===== src/rtl/writeback_arbiter.sv =====
// Round-robin arbiter that shares the register-file write port between NUM_REQ producers.
// The write port is registered; writes to x0 are accepted but never reach the register file.
module writeback_arbiter #(
  parameter  int unsigned NUM_REQ = 3,
  localparam int unsigned IDW     = $clog2(NUM_REQ)
) (
  input  logic                  clk,
  input  logic                  reset_n,
  input  logic [NUM_REQ-1:0]    req_valid,
  input  logic [NUM_REQ*5-1:0]  req_addr,
  input  logic [NUM_REQ*32-1:0] req_data,
  output logic [NUM_REQ-1:0]    req_ready,
  input  logic                  wb_stall,
  output logic                  reg_wr_en,
  output logic [4:0]            reg_wr_addr,
  output logic [31:0]           reg_wr_data,
  output logic [IDW-1:0]        last_grant,
  output logic [31:0]           wr_count
);

  logic [IDW-1:0] rr_ptr_q, rr_ptr_d;
  logic [IDW-1:0] last_grant_q, last_grant_d;
  logic           wr_en_q, wr_en_d;
  logic [4:0]     wr_addr_q, wr_addr_d;
  logic [31:0]    wr_data_q, wr_data_d;
  logic [31:0]    wr_count_q, wr_count_d;

  logic           grant_found;
  logic [IDW-1:0] grant_idx;
  logic [IDW-1:0] cand;
  int unsigned    scan_pos;
  logic           accept;
  logic [4:0]     sel_addr;
  logic [31:0]    sel_data;

  // Scan from rr_ptr upward with wrap; first valid requester wins.
  always_comb begin
    grant_found = 1'b0;
    grant_idx   = '0;
    cand        = '0;
    scan_pos    = 0;
    for (int unsigned i = 0; i < NUM_REQ; i++) begin
      scan_pos = 32'(rr_ptr_q) + i;
      if (scan_pos >= NUM_REQ) scan_pos = scan_pos - NUM_REQ;
      cand = IDW'(scan_pos);
      if (!grant_found && req_valid[cand]) begin
        grant_found = 1'b1;
        grant_idx   = cand;
      end
    end
  end

  assign accept    = grant_found && !wb_stall && reset_n;
  assign req_ready = accept ? (NUM_REQ'(1) << grant_idx) : '0;

  always_comb begin
    sel_addr = '0;
    sel_data = '0;
    for (int unsigned i = 0; i < NUM_REQ; i++) begin
      if (grant_idx == IDW'(i)) begin
        sel_addr = req_addr[i*5 +: 5];
        sel_data = req_data[i*32 +: 32];
      end
    end
  end

  always_comb begin
    rr_ptr_d     = rr_ptr_q;
    last_grant_d = last_grant_q;
    wr_en_d      = 1'b0;
    wr_addr_d    = wr_addr_q;
    wr_data_d    = wr_data_q;
    wr_count_d   = wr_count_q;
    if (accept) begin
      rr_ptr_d     = (grant_idx == IDW'(NUM_REQ - 1)) ? '0 : grant_idx + IDW'(1);
      last_grant_d = grant_idx;
      // x0 destinations consume the grant but leave the write port untouched.
      if (sel_addr != 5'd0) begin
        wr_en_d   = 1'b1;
        wr_addr_d = sel_addr;
        wr_data_d = sel_data;
        if (wr_count_q != '1) wr_count_d = wr_count_q + 32'd1;
      end
    end
  end

  always_ff @(posedge clk or negedge reset_n) begin
    if (!reset_n) begin
      rr_ptr_q     <= '0;
      last_grant_q <= '0;
      wr_en_q      <= 1'b0;
      wr_addr_q    <= '0;
      wr_data_q    <= '0;
      wr_count_q   <= '0;
    end else begin
      rr_ptr_q     <= rr_ptr_d;
      last_grant_q <= last_grant_d;
      wr_en_q      <= wr_en_d;
      wr_addr_q    <= wr_addr_d;
      wr_data_q    <= wr_data_d;
      wr_count_q   <= wr_count_d;
    end
  end

  assign reg_wr_en   = wr_en_q;
  assign reg_wr_addr = wr_addr_q;
  assign reg_wr_data = wr_data_q;
  assign last_grant  = last_grant_q;
  assign wr_count    = wr_count_q;

endmodule

===== config.mk =====
export PLATFORM = sky130hd
export DESIGN_NAME = writeback_arbiter
export DESIGN_NICKNAME = d
export VERILOG_FILES = /design/src/rtl/writeback_arbiter.sv
export SDC_FILE = /design/constraint.sdc
export NUM_CORES = 1
export LEC_CHECK = 0
export BUFFER_PORTS_ARGS = -buffer_cell sky130_fd_sc_hd__buf_4
export CORE_MARGIN = 5
export CORE_UTILIZATION = 45
export CTS_BUF_LIST = sky130_fd_sc_hd__clkbuf_16
export CTS_CLUSTER_DIAMETER = 60
export DETAILED_ROUTE_END_ITERATION = 12
export PLACE_DENSITY = 0.78
export SLEW_MARGIN = 10
export SYNTH_ARGS = -nofsm -noshare
export SYNTH_HDL_FRONTEND = slang
export SYNTH_SLANG_ARGS = --single-unit

===== constraint.sdc =====
create_clock -name clk -period 3.9 [get_ports clk]
set_input_delay 0.585 -clock clk [delete_from_list [all_inputs] [get_ports clk]]
set_output_delay 0.585 -clock clk [all_outputs]
set_load 0.05 [all_outputs]

==> Word level (Yosys, flattened, before mapping) <==
Index checks and enable logic that the tools add are counted.
{ "word_totals": {"wordCells": 59, "out_inout_bits": 75, "in_bits": 117, "ff_bits": 74} }
{ "classes": {"n_mux": 25, "magnitude_cmp": 6, "reduce_logical": 11, "add_sub_neg": 7, "n_shift": 1, "n_eq_ne": 3} }
{ "ops": {"columns": ["cell", "count"], "rows": [
  ["32-bit 2-to-1 mux", 3],
  ["32-bit by 1-bit adder with 32-bit output (second input constant)", 1],
  ["32-bit != test (second input constant)", 1],
  ["5-bit 2-to-1 mux", 3],
  ["2-bit 2-to-1 mux", 7],
  ["2-bit by 3-bit < comparator with 1-bit output (second input constant)", 3],
  ["1-bit 2-to-1 mux", 8],
  ["1-bit binary-select mux with 2-bit select", 3],
  ["3-bit by 2-bit greater-or-equal comparator with 1-bit output (second input constant)", 2],
  ["2-bit subtractor (second input constant)", 3],
  ["5-bit nonzero test", 1],
  ["1-bit logical AND", 4],
  ["2-bit by 1-bit adder with 3-bit output (second input constant)", 1],
  ["2-bit by 2-bit adder with 3-bit output (second input constant)", 1],
  ["1-bit zero test", 3],
  ["3-bit 2-to-1 mux", 1],
  ["3-bit AND reduction", 1],
  ["1-bit by 2-bit left shift with 3-bit output (first input constant)", 1],
  ["2-bit by 1-bit adder with 2-bit output (second input constant)", 1],
  ["2-bit by 1-bit equality test with 1-bit output (second input constant)", 1],
  ["2-bit equality test (second input constant)", 1],
  ["2-bit greater-or-equal comparator (second input constant)", 1],
  ["2-bit zero test", 1],
  ["2-bit AND reduction", 1]
]} }

==> Depth between registers and ports, before layout <==
{ "depth": {"ltp_word": 18, "ltp_mapped": 14, "mapped_depth_nobuf": 12} }

==> Worst setup path after synthesis <==
No wires, ideal clock.
{ "synth_timing": {"path_kind": "register -> register", "from": "register rr_ptr_q[0]", "to": "register wr_count_q[1], in the netlist wr_count[1]", "path_stages_with_launch": 14, "path_slack_ps": 488, "path_buffers": 1, "synth_period_minus_slack_ps": 3412, "arrival_time_ps": 3284, "t_required_ps": 3772, "setup_ps": 128, "cell_sequence": "dfrtp_1 inv_1 ha_1 inv_1 a32o_1 o41a_1 or2_0 buf_2 mux2_4 or3_1 o21ai_2 inv_2 nand2_1 mux2_1"} }
{ "synth_via": {"elab_chain_len": 17, "elab_cells_between_ends": 37, "classes_between": "add/sub: 5; order compare: 3; eq/ne: 2; mux: 18; reduce/logical: 9"} }
{ "synth_rtl": {"columns": ["element", "line", "source"], "rows": [
  ["start, declared", "21", "logic [IDW-1:0] rr_ptr_q, rr_ptr_d;"],
  ["start signal, assigned", "96", "rr_ptr_q <= rr_ptr_d;"],
  ["parallel branches: the longest is 16 deep, another holds 2-bit by 1-bit adder with 3-bit output", null, null],
  ["3-bit AND reduction (no source line) *", null, null],
  ["end signal, assigned", "101", "wr_count_q <= wr_count_d;"],
  ["end, declared", "26", "logic [31:0] wr_count_q, wr_count_d;"]
]} }
Mark *: on every way between the ends. The select of a mux whose other input is x is not followed.
A chain may end at the register's enable or synchronous reset.

==> Worst setup path in the final report <==
Ends and elaborated chain as after synthesis.

==> key figures <==
Logic synthesis
  • Post-synth EDFFs: 0
  • Most common cell in the synthesized netlist: nand2_1
  • Synth warnings: 0
  • Yosys top cell area share: 47.1%
  • Post-synthesis sequential area ratio: a little under half
  • #FFs+latches synth: 74
  • Post-Syn Instances: 442
  • Most used DFF post-synth: dfrtp_1
  • Syn Std Cell Area: around 3900 µm²
  • Syn nets: between 500 and 600
  • Synthesized area per cell: 8.89 µm²
  • Largest cells by area after synthesis: dfrtp_1 (47%), nand2_1 (7.4%), nand3_1 (4.5%)
  • Largest area contributor in the netlist: dfrtp_1
  • Synth cell types: 46
  • Commonest cells in the netlist: nand2_1 (77), dfrtp_1 (74), nor2_1 (36), nand3_1 (35), o21ai_0 (24)
  • Async S/R FF share, synth: between 90% and 100%

Power and ir drop
  • Pwr dens: 799 nW/µm²
  • LEAKAGE: roughly 3.0 nW
  • Worst VDD drop: ~0.00056 V

Routing
  • DRT Pass-1 Iters: 4
  • Drt initial violations: 148
  • Vias per cell: 5.35
  • Via count: between 3000 and 4000
  • Post-route DRC: 0
  • Post-DR wirelength/cell: 16.7 µm
  • WL final: approximately 12000 µm
  • Antenna-violating nets left: 0

Clock tree
  • Root Driver: clkbuf_16
  • Register clock-pin slew on the reported worst setup and hold paths: roughly 0.060 ns
  • CTS tree: done
  • Worst-Skew Late Latency: ~0.33 ns
  • Clock Tree Buf Depth: 2
  • CTS Sinks: between 70 and 80
  • Htree depth: 3
  • CTS hold repair buffers: 0
  • Num CTS Buffers: 9

Die
  • Core area: approximately 8600 µm²
  • I/O pin count: about 190
  • Initial core utilization: a little under half
  • Die width: just over 100 µm
  • Site row count: 34
  • Die area: roughly 11000 µm²
  • Die Span Y: between 100 and 150 µm

Finish
  • Sequential cell area: 1850 µm²
  • FILL cells: slightly above 700
  • Area growth, synth to finish: 47.4%
  • ANT cells: 0
  • Multi-input gate area: between 1500 and 2000 µm²
  • Layout cells sized above 1: between 30% and 40%
  • Layout Nets: 752
  • Non-Filler Instances: about 740

STA
  • Slew Viols, Final: 0
  • Fin crit share: between 90% and 100%
  • Period minus WS final: around 3.8 ns
  • RSZ-0062 raised after global routing: false
  • Max Clock Skew: 0.00765 ns
  • Fin. Hold Viols: 0
  • Max Clock Freq: around 270 MHz
  • Worst hold slack: 0.176 ns
  • Slew @ Worst Pin: 0.824 ns
  • Setup violators final: 0
  • Rel. slew slack: 44.2%
  • Setup TNS: 0 ns

Job
  • Max-cap violations: 0

Placed design
  • Dpl cells: about 730
  • RePlAce Congestion: between 0.9 and 1
  • Port-buffer cells: 191
  • DP Wirelength: ~9500 µm

Setup path
  • Critical path capture point type: flip-flop
  • Critical-path top delay cell: o41a_1
  • Crit path DAT: 3.96 ns
  • CP delay by family, top: compound AO/OA/AOI/OAI gates
  • Critical path class: flip-flop to flip-flop
  • Slowest stage delay, CP: 0.46 ns
  • WP buf/inv: 3
  • Largest fanout on the critical path: 15
  • Most Frequent Cell on Critical Path: inv_1
  • WP data required: about 4.1 ns
  • Crit-path cells: inv_1 -> ha_1 -> inv_1 -> a32o_1 -> o41a_1 -> or2_1 -> mux2_4 -> or3_1 -> o21ai_4 -> inv_2 -> nand2_1 -> mux2_1
  • CP Launch Type: flip-flop

Min path
  • Tightest Hold Check Type: primary input to asynchronous set/reset pin

Status
  • Outcome: finished clean

GRT
  • Grt total ovfl: 0
  • Number of global-route vias before repair: 3786
  • Global-route wire length before repair: around 19000 µm
  • Initial antenna violation count: 0
  • Largest net degree at the start of global routing: 52
  • GR Util All Layers: 22.5%
## final cells by class
| type | instances | area share [%] |
|---|---|---|
| inverters | 16 | 1.04 |
| repair buffers | 201 | 26.2 |
| clock buffers | 9 | 3.89 |
| flip-flops and latches | 74 | 32.0 |
| clock inverters | 6 | 1.42 |
| multi-input cells | 328 | 33.2 |
| well taps | 108 | 2.33 |
## per-layer routing
metal  track usage, %  up-vias  part of all wire, %
met1             28.8     1870                   40
met5                0        -                    0
met2             37.7      164                   49
met4             6.37        0                  1.7
li1                 -     1917                    -
met3             5.57       17                  8.8
## cell families (layout without fill, tap and decap cells)
family                   Yosys count  in the layout  synth area share, %
flip-flops                        74             74                 47.1
buffers and inverters             40            232                 4.49
XOR/XNOR                          31             31                 6.91
adder cells (fa/ha/maj)            5              5                 1.59
AND/OR/NAND/NOR                  194            194                 22.2
multiplexers                      14             14                 3.79
AO/OA/AOI/OAI                     84             84                 14.0
## stage by stage
step	util, %	power [W]	setup WS, ns	cell area [µm²]
5_1_grt	67.1	0.00490	0.00639	5800
3_3_place_gp	63.5	0.00373	0.303	5480
2_1_floorplan	-	0.00297	0.488	3930
6_report	67.1	0.00463	0.146	5800
4_1_cts	67.0	0.00467	0.121	5790
3_5_place_dp	63.5	0.00379	0.129	5480
## sequential cells by signal, summed over array words and instances, names as in the netlist
name / cells
last_grant: 2
reg_wr_addr: 5
reg_wr_data: 32
reg_wr_en: 1
rr_ptr_q: 2
wr_count: 32
## what timing repair did
action,4_1_cts,5_1_grt
buffers inserted,0,0
endpoints found under the setup margin,0,33
resized for setup,0,3
## final timing paths
kind                                start               to  slack (ns)  cells after the start
max in group asynchronous         reset_n   reg_wr_data[0]        2.79                      2
max                           rr_ptr_q[0]      wr_count[1]        0.15                     12
min in group clk           reg_wr_data[3]   reg_wr_data[3]        0.48                      2
max reg2reg                   rr_ptr_q[0]      wr_count[1]        0.15                     12
min                               reset_n  reg_wr_data[20]        0.18                      1
min reg2reg                reg_wr_data[3]   reg_wr_data[3]        0.48                      2
## cell usage in the layout, fill, tap and decap left out, drive strengths merged, types with 2 or more instances in the layout
cell type / count
buf: 201
nand2: 77
dfrtp: 74
o21ai: 38
nor2: 36
nand3: 35
xnor2: 17
nor3: 16
inv: 16
xor2: 14
mux2i: 10
a21oi: 9
clkbuf: 9
a221oi: 8
nor4: 8
o22ai: 7
o31ai: 7
ha: 5
and3: 4
nand4: 4
a21o: 4
mux2: 4
clkinv: 4
nor2b: 3
nand2b: 3
or2: 3
and2: 2
a311o: 2
bufinv: 2
o221a: 2
## where the power goes
| group | switching [W] | total (W) | internal (W) | leakage, nW |
|---|---|---|---|---|
| Combinational | 0.00174 | 0.00260 | 0.000862 | 1.86 |
| Clock | 0.000305 | 0.000858 | 0.000553 | 0.153 |
| Sequential | 0.000162 | 0.00117 | 0.00101 | 0.942 |
| Total | 0.00221 | 0.00463 | 0.00242 | 2.95 |
(Power assumes the default switching activity.)
